File: config.mk
export PLATFORM = sky130hd
export DESIGN_NAME = alu_writeback_bc
export DESIGN_NICKNAME = d
export VERILOG_FILES = /design/src/rtl/alu_writeback_bc.sv
export SDC_FILE = /design/constraint.sdc
export NUM_CORES = 1
export LEC_CHECK = 0
export CAP_MARGIN = 0
export CORE_ASPECT_RATIO = 0.7
export CORE_MARGIN = 8
export CORE_UTILIZATION = 45
export DETAILED_ROUTE_END_ITERATION = 6
export HOLD_SLACK_MARGIN = 0.12
export PLACE_DENSITY_LB_ADDON = 0.1
export SLEW_MARGIN = 20
export SYNTH_ARGS = -nofsm -noshare
export SYNTH_HDL_FRONTEND = slang
export SYNTH_SLANG_ARGS = --single-unit
File: constraint.sdc
create_clock -name CLK -period 5.46 [get_ports CLK]
set_clock_uncertainty 0.2 [all_clocks]
set_input_delay 1.092 -clock CLK [delete_from_list [all_inputs] [get_ports CLK]]
set_output_delay 1.092 -clock CLK [all_outputs]
set_load 0.005 [all_outputs]
File: src/rtl/alu_writeback_bc.sv
// BC register pair write-back: loads B/C from the ALU result bus, presents them
// active-low, and performs the two-cycle BC increment/decrement.
module alu_writeback_bc (
   input  logic        CLK,
   input  logic        RST,
   input  logic [15:0] Result,
   input  logic        WB_Valid,
   input  logic [2:0]  WB_Op,
   output logic        WB_Ready,
   output logic [7:0]  notB,
   output logic [7:0]  notC,
   output logic        BC_Zero
);

   localparam int unsigned BYTE_W = 8;

   typedef enum logic {
      IDLE    = 1'b0,
      PAIR_HI = 1'b1
   } state_t;

   typedef enum logic [1:0] {
      PK_LOAD = 2'd0,
      PK_INC  = 2'd1,
      PK_DEC  = 2'd2
   } pair_kind_t;

   state_t            state_q, state_d;
   pair_kind_t        kind_q,  kind_d;
   logic [BYTE_W-1:0] b_q,     b_d;
   logic [BYTE_W-1:0] c_q,     c_d;
   logic [BYTE_W-1:0] hold_q,  hold_d;
   logic              cy_q,    cy_d;

   // Next-state: low byte and carry resolve on accept, high byte one edge later.
   always_comb begin
      state_d = state_q;
      kind_d  = kind_q;
      b_d     = b_q;
      c_d     = c_q;
      hold_d  = hold_q;
      cy_d    = cy_q;
      case (state_q)
         IDLE: begin
            if (WB_Valid) begin
               case (WB_Op)
                  3'd0: b_d = Result[7:0];
                  3'd1: c_d = Result[7:0];
                  3'd2: b_d = Result[15:8];
                  3'd3: c_d = Result[15:8];
                  3'd4: begin
                     c_d     = Result[7:0];
                     hold_d  = Result[15:8];
                     cy_d    = 1'b0;
                     kind_d  = PK_LOAD;
                     state_d = PAIR_HI;
                  end
                  3'd5: begin
                     c_d     = c_q + 8'd1;
                     hold_d  = b_q;
                     cy_d    = (c_q == 8'hFF);
                     kind_d  = PK_INC;
                     state_d = PAIR_HI;
                  end
                  3'd6: begin
                     c_d     = c_q - 8'd1;
                     hold_d  = b_q;
                     cy_d    = (c_q == 8'h00);
                     kind_d  = PK_DEC;
                     state_d = PAIR_HI;
                  end
                  default: ;
               endcase
            end
         end
         PAIR_HI: begin
            case (kind_q)
               PK_INC:  b_d = hold_q + 8'(cy_q);
               PK_DEC:  b_d = hold_q - 8'(cy_q);
               default: b_d = hold_q;
            endcase
            state_d = IDLE;
         end
         default: state_d = IDLE;
      endcase
   end

   always_ff @(posedge CLK or posedge RST) begin
      if (RST) begin
         state_q <= IDLE;
         kind_q  <= PK_LOAD;
         b_q     <= '0;
         c_q     <= '0;
         hold_q  <= '0;
         cy_q    <= 1'b0;
      end else begin
         state_q <= state_d;
         kind_q  <= kind_d;
         b_q     <= b_d;
         c_q     <= c_d;
         hold_q  <= hold_d;
         cy_q    <= cy_d;
      end
   end

   assign WB_Ready = (state_q == IDLE);
   assign notB     = ~b_q;
   assign notC     = ~c_q;
   assign BC_Zero  = (b_q == 8'h00) && (c_q == 8'h00);

endmodule

==> flow_metrics.tcl, run 1 <==
set metrics [dict create \
    status "finished clean" \
    slew_violations 0 \
    p_per_area_nw_per_um2 296 \
    setup_viol 0 \
    synth-seq-cells 28 \
    clkTransAtPathRegs_ns 0.12 \
    drive_gt1_share_pct 5.87 \
    synthFlopType "dfrtp_1" \
    grt_overflow_total 0 \
    track_usage_pct 17.7 \
    synth_edf_count 0 \
    crit_type "input pin to flop" \
    ios 40 \
    fp.coreArea_sq_um 5310 \
    leakage_uw 0.00123 \
    cts_tree "built" \
    layout.nets 391 \
    max-vdd-ir-drop_mv 0.151 \
    crit_fanout 31 \
    dpl.hpwl_um 5780 \
    start_util_pct 47.2 \
    r2r_slack_ns 2.49 \
    io_buffer_count 39 \
    via_per_inst 6.00 \
    wl_per_cell_um 17.5 \
    wirelength_um 7520 \
    diodes 0 \
    yosysTopAreaCell "dfrtp_1" \
    gp_congestion 0.894 \
    grt_pass1_wl_um 12100 \
    cp-start-kind "input pin" \
    cts-buffers-inserted 3 \
    ys_seq_area_share_pct 27.9 \
    vias 2580 \
    max_slew_margin_pct 43.9 \
    clock_sinks 28 \
    cts_root_buf "clkbuf_8" \
    die_h_um 78.5 \
    synthesis.area_sq_um 2510 \
    rsz0062_at_grt "no" \
    grt_max_degree 32 \
    worstPathRequired_ns 5.43 \
    yosysTopAreaCellShare_pct 27.9 \
    synth.avg_cell_area_sq_um 7.56 \
    synth_fp_nets 364 \
    hold_viol 0 \
    ant_nets 0 \
    cts_setup_buffers 0 \
    drc 0 \
    area_delta_synth_final_pct 18.8 \
    hold_slack_ns 0.305 \
    die_area_sq_um 8260 \
    synth.top_cells.by_count "o21ai_0 (38), nand2_1 (35), dfrtp_1 (28)" \
    clock_latency_ns 0.29 \
    cts_hold_buffers 0 \
    drt-initial-drc-count 250 \
    ys_types 58 \
    synthTopCellsByArea "dfrtp_1 (28%), o21ai_0 (7.6%), nand2_1 (5.2%)" \
    h-tree-depth 1 \
    crit_arrival_ns 3.76 \
    firstDrtPassIters 5 \
    ctsResizeCount 0 \
    hold_depth 2 \
    max_cap_viol_count 0 \
    ys_warn_count 0 \
    min_period_over_period_pct 69.4 \
    clock_path_buffers 2 \
    finalSetupTns_ns 0 \
    fin_util_pct 56.1 \
    async_flop_share_pct 100 \
    fin_crit_ns 3.79 \
    rows 22 \
    grt_pass1_vias 2358 \
    antenna_found_initial 0 \
    endpoint_kind "flop" \
    max_freq_ghz 0.264 \
    chipWidth_um 105 \
    synthCells 332 \
    rr_worst_depth 9 \
    hold_path_class "flop to flop" \
    yosysMostFrequentCell "o21ai_0" \
    worst_pin_slew_ns 0.836 \
]
[final timing paths]
kind                                 from        end
worst min register to register  kind_q[1]  kind_q[1]
max in group asynchronous             RST     b_q[7]
worst min-delay path            kind_q[1]  kind_q[1]
min in group asynchronous             RST     c_q[6]
worst max-delay path             WB_Op[1]     c_q[6]
worst max register to register  kind_q[0]     b_q[6]
[area by class of cell]
cell class,instances,area [sq um]
fill,526,2330
multi-input combinational,256,1600
sequential,28,701
timing repair buffer,43,420
inverter,27,101
tap,72,90.1
clock buffer,3,41.3
clock inverter,1,30.0
[placed cells by master (no fill, tap or decap), types with 10 or more instances in the layout]
cell type / instances
a21oi_1: 25
nor2_1: 21
dfrtp_1: 28
nand3_1: 15
or3_1: 10
inv_1: 27
o21ai_0: 38
nand2_1: 35
clkdlybuf4s50_1: 39
nor3_1: 10
[registers in the layout, indices dropped and copies added, names as in the netlist]
| name | count |
|---|---|
| b_q | 8 |
| c_q | 8 |
| cy_q | 1 |
| hold_q | 8 |
| kind_q | 2 |
| state_q | 1 |
[where the power goes]
| part | internal, uW | switching, uW | total, uW | leakage, uW |
|---|---|---|---|---|
| clock | 98.4 | 75.4 | 174 | 0.0000357 |
| sequential | 252 | 62.4 | 315 | 0.000343 |
| combinational | 189 | 207 | 395 | 0.000848 |
[critical path, cell delays in order]
cell             delay (ns)
clkdlybuf4s50_1        0.45
buf_4                  0.28
and3b_1                0.40
xnor2_1                0.12
ha_1                   0.30
or3_1                  0.42
o211a_1                0.25
a22oi_1                0.18
o211ai_1               0.11
a21boi_0               0.15
[routing by layer]
metal / up-vias / track usage (%) / part of all wire, %
li1: 1252 / - / -
met1: 1218 / 27.3 / 53
met2: 106 / 23.9 / 39
met3: 4 / 4.81 / 8.3
met4: 0 / 2.27 / 0.39
met5: - / 0 / 0
[per-stage QoR]
step	power [uW]	instances	area [sq um]	setup WS, ns
after floorplan	555	332	2510	2.13
after global placement	702	426	2910	1.51
after detailed placement	706	426	2910	1.40
after CTS	878	430	2980	1.72
after global routing	944	430	2980	1.53
final	884	430	2980	1.67
[cells by family after synthesis]
| family | synth area share [%] |
|---|---|
| simple gates | 24.2 |
| compound gates | 27.5 |
| buf+inv | 8.37 |
| flops | 27.9 |
| mux | 4.29 |
| fa+ha+maj | 5.28 |
| xor+xnor | 2.44 |
Note: power is estimated with default switching activity, not from simulation.
==> run 2, diff against run 1 <==
==> constraint.sdc (replaced) <==
create_clock -name CLK -period 3.7 [get_ports CLK]
set_clock_uncertainty 0.2 [all_clocks]
set_input_delay 0.74 -clock CLK [delete_from_list [all_inputs] [get_ports CLK]]
set_output_delay 0.74 -clock CLK [all_outputs]
set_load 0.005 [all_outputs]
==> run 2 against run 1 <==
  * Utilization is 0.85 points higher
  * Critical endpoint is now BC_Zero
  * Clock power is 47% higher
  * Power grew 50%
  * Hold slack better by 0.00096 ns
  * Via count increased by 1.6%
  * Count of clock-buffer cells in the layout stayed put
  * Global-route usage rose by 1.4 points
  * Highest routed layer unchanged
  * Final area up 1.5%
==> flow_metrics.tcl, run 2 (synthesis results as in run 1) <==
set metrics [dict create \
    status "finished clean" \
    via_per_inst 6.01 \
    clock_latency_ns 0.28 \
    worst_pin_slew_ns 0.738 \
    switching_share_pct 39.1 \
    wirelength_um 7820 \
    p_int_uw 806 \
    ios 40 \
    grt_pass1_wl_um 13100 \
    grt_busiest_layer "met1" \
    cts-buffers-inserted 3 \
    crit_buf_inv 1 \
    die_area_sq_um 8260 \
    setup_viol 0 \
    drt-initial-drc-count 267 \
    h-tree-depth 1 \
    ant_nets 0 \
    area_delta_synth_final_pct 20.6 \
    cp-start-kind "flop" \
    clkPwrFrac_pct 19.2 \
    gp_congestion 0.939 \
    final_cell_mix "clkdlybuf4s50_1 (39), o21ai_0 (38), nand2_1 (35)" \
    met1_usage_pct 29.1 \
    max-vdd-ir-drop_mv 0.218 \
    wl_per_cell_um 17.9 \
    grt_overflow_total 0 \
    finalSetupTns_ns 0 \
    fillerInstances 522 \
    reg_top3 "b_q: 8 flops, c_q: 8 flops, hold_q: 8 flops" \
    cts_setup_buffers 0 \
    use_met3_pct 5.38 \
    firstDrtPassIters 5 \
    grt_max_degree 31 \
    r2r_slack_ns 0.77 \
    crit_chain "or3_4, nor3_2, and4_1, clkdlybuf4s50_1" \
    crit_arrival_ns 2.27 \
    fin_crit_ns 3.21 \
    startpoint "c_q[4]" \
    cts_root_buf "clkbuf_8" \
    endpoint_kind "output port" \
    drc 0 \
    fp.coreArea_sq_um 5310 \
    slew_violations 0 \
    diodes 0 \
    regArea_sq_um 701 \
    start_util_pct 47.2 \
    chipWidth_um 105 \
    die_h_um 78.5 \
    max_slew_margin_pct 50.7 \
    rr_worst_depth 9 \
    cp_num_cells 4 \
    switchingPower_uw 517 \
    track_usage_pct 19.2 \
    fin_util_pct 57.0 \
    hold_path_class "flop to flop" \
    reg2reg_from "kind_q[0]" \
    crit_type "flop to output port" \
    p_per_area_nw_per_um2 437 \
    layout.nets 397 \
    min_period_over_period_pct 86.8 \
    leakage_uw 0.00126 \
    drive_gt1_share_pct 7.42 \
    met2_usage_pct 26.5 \
    cts_tree "built" \
    dpl.hpwl_um 6080 \
    cp_top_family "simple AND/OR/NAND/NOR gates" \
    rsz0062_at_grt "no" \
    max_cap_viol_count 0 \
    max_freq_ghz 0.311 \
    worstPathRequired_ns 2.76 \
    io_buffer_count 39 \
    final_common_cell "clkdlybuf4s50_1" \
    grt_pass1_vias 2523 \
    multi_input_area_sq_um 1600 \
    crit_path_end "BC_Zero" \
    clkTransAtPathRegs_ns 0.11 \
    hold_viol 0 \
    cts_hold_buffers 0 \
    combinationalPowerShare_pct 46.6 \
    ctsResizeCount 0 \
    hp-start "kind_q[1]" \
    crit_slowest_cell "dfrtp_1" \
    clock_sinks 28 \
    rows 22 \
    r2r_end "b_q[6]" \
    slowest_delay_ns 0.53 \
    crit_fanout 10 \
    vias 2620 \
    clock_path_buffers 2 \
    antenna_found_initial 0 \
    seq_power_share_pct 34.2 \
]
run 2: cell count changes in the layout (fill, tap and decap cells not counted), sizes merged:
| cell | delta |
|---|---|
| buf | +6 |
run 2: how the worst min path moves through the flow:
| stage | slack (ns) | cells after the start | to |
|---|---|---|---|
| after floorplan | 0.25 | 2 | hold_q[0] |
| after global placement | 0.27 | 2 | hold_q[0] |
| after detailed placement | 0.28 | 2 | kind_q[1] |
| after CTS | 0.31 | 2 | kind_q[1] |
| after global routing | 0.34 | 2 | kind_q[1] |
| final | 0.31 | 2 | kind_q[1] |
run 2: power groups by stage:
stage | sequential, uW | combinational [uW] | clock, uW
3_5_place_dp | 455 | 610 | 0
2_1_floorplan | 417 | 401 | 0
3_3_place_gp | 455 | 603 | 0
6_report | 452 | 616 | 255
4_1_cts | 450 | 614 | 258
5_1_grt | 462 | 689 | 272
run 2: area by class of cell:
type	count	area share (%)
Timing Repair Buffer	49	15.4
Clock buffer	3	1.36
Tap cell	72	2.98
Inverter	27	3.35
Clock inverter	1	0.992
Multi-Input combinational cell	256	52.8
Sequential cell	28	23.1
run 2: per-stage QoR:
step	hold slack [ns]	power, uW	area, sq um	setup slack [ns]	instances
3_3_place_gp	0.268	1060	2960	0.479	432
5_1_grt	0.342	1420	3030	0.398	436
4_1_cts	0.309	1320	3030	0.494	436
6_report	0.306	1320	3030	0.489	436
3_5_place_dp	0.284	1070	2960	0.432	432
2_1_floorplan	0.250	819	2510	0.718	332
run 2: metal layers:
| layer | wire [um] | up-vias |
|---|---|---|
| met5 | 0 | - |
| li1 | - | 1264 |
| met1 | 4060 | 1233 |
| met4 | 27 | 0 |
| met2 | 3070 | 119 |
| met3 | 656 | 4 |
run 2: tightest hold or removal path, stage by stage (launching register included):
cell and delay (ns):
dfrtp_1 0.36, nand2_1 0.05, o21ai_0 0.06
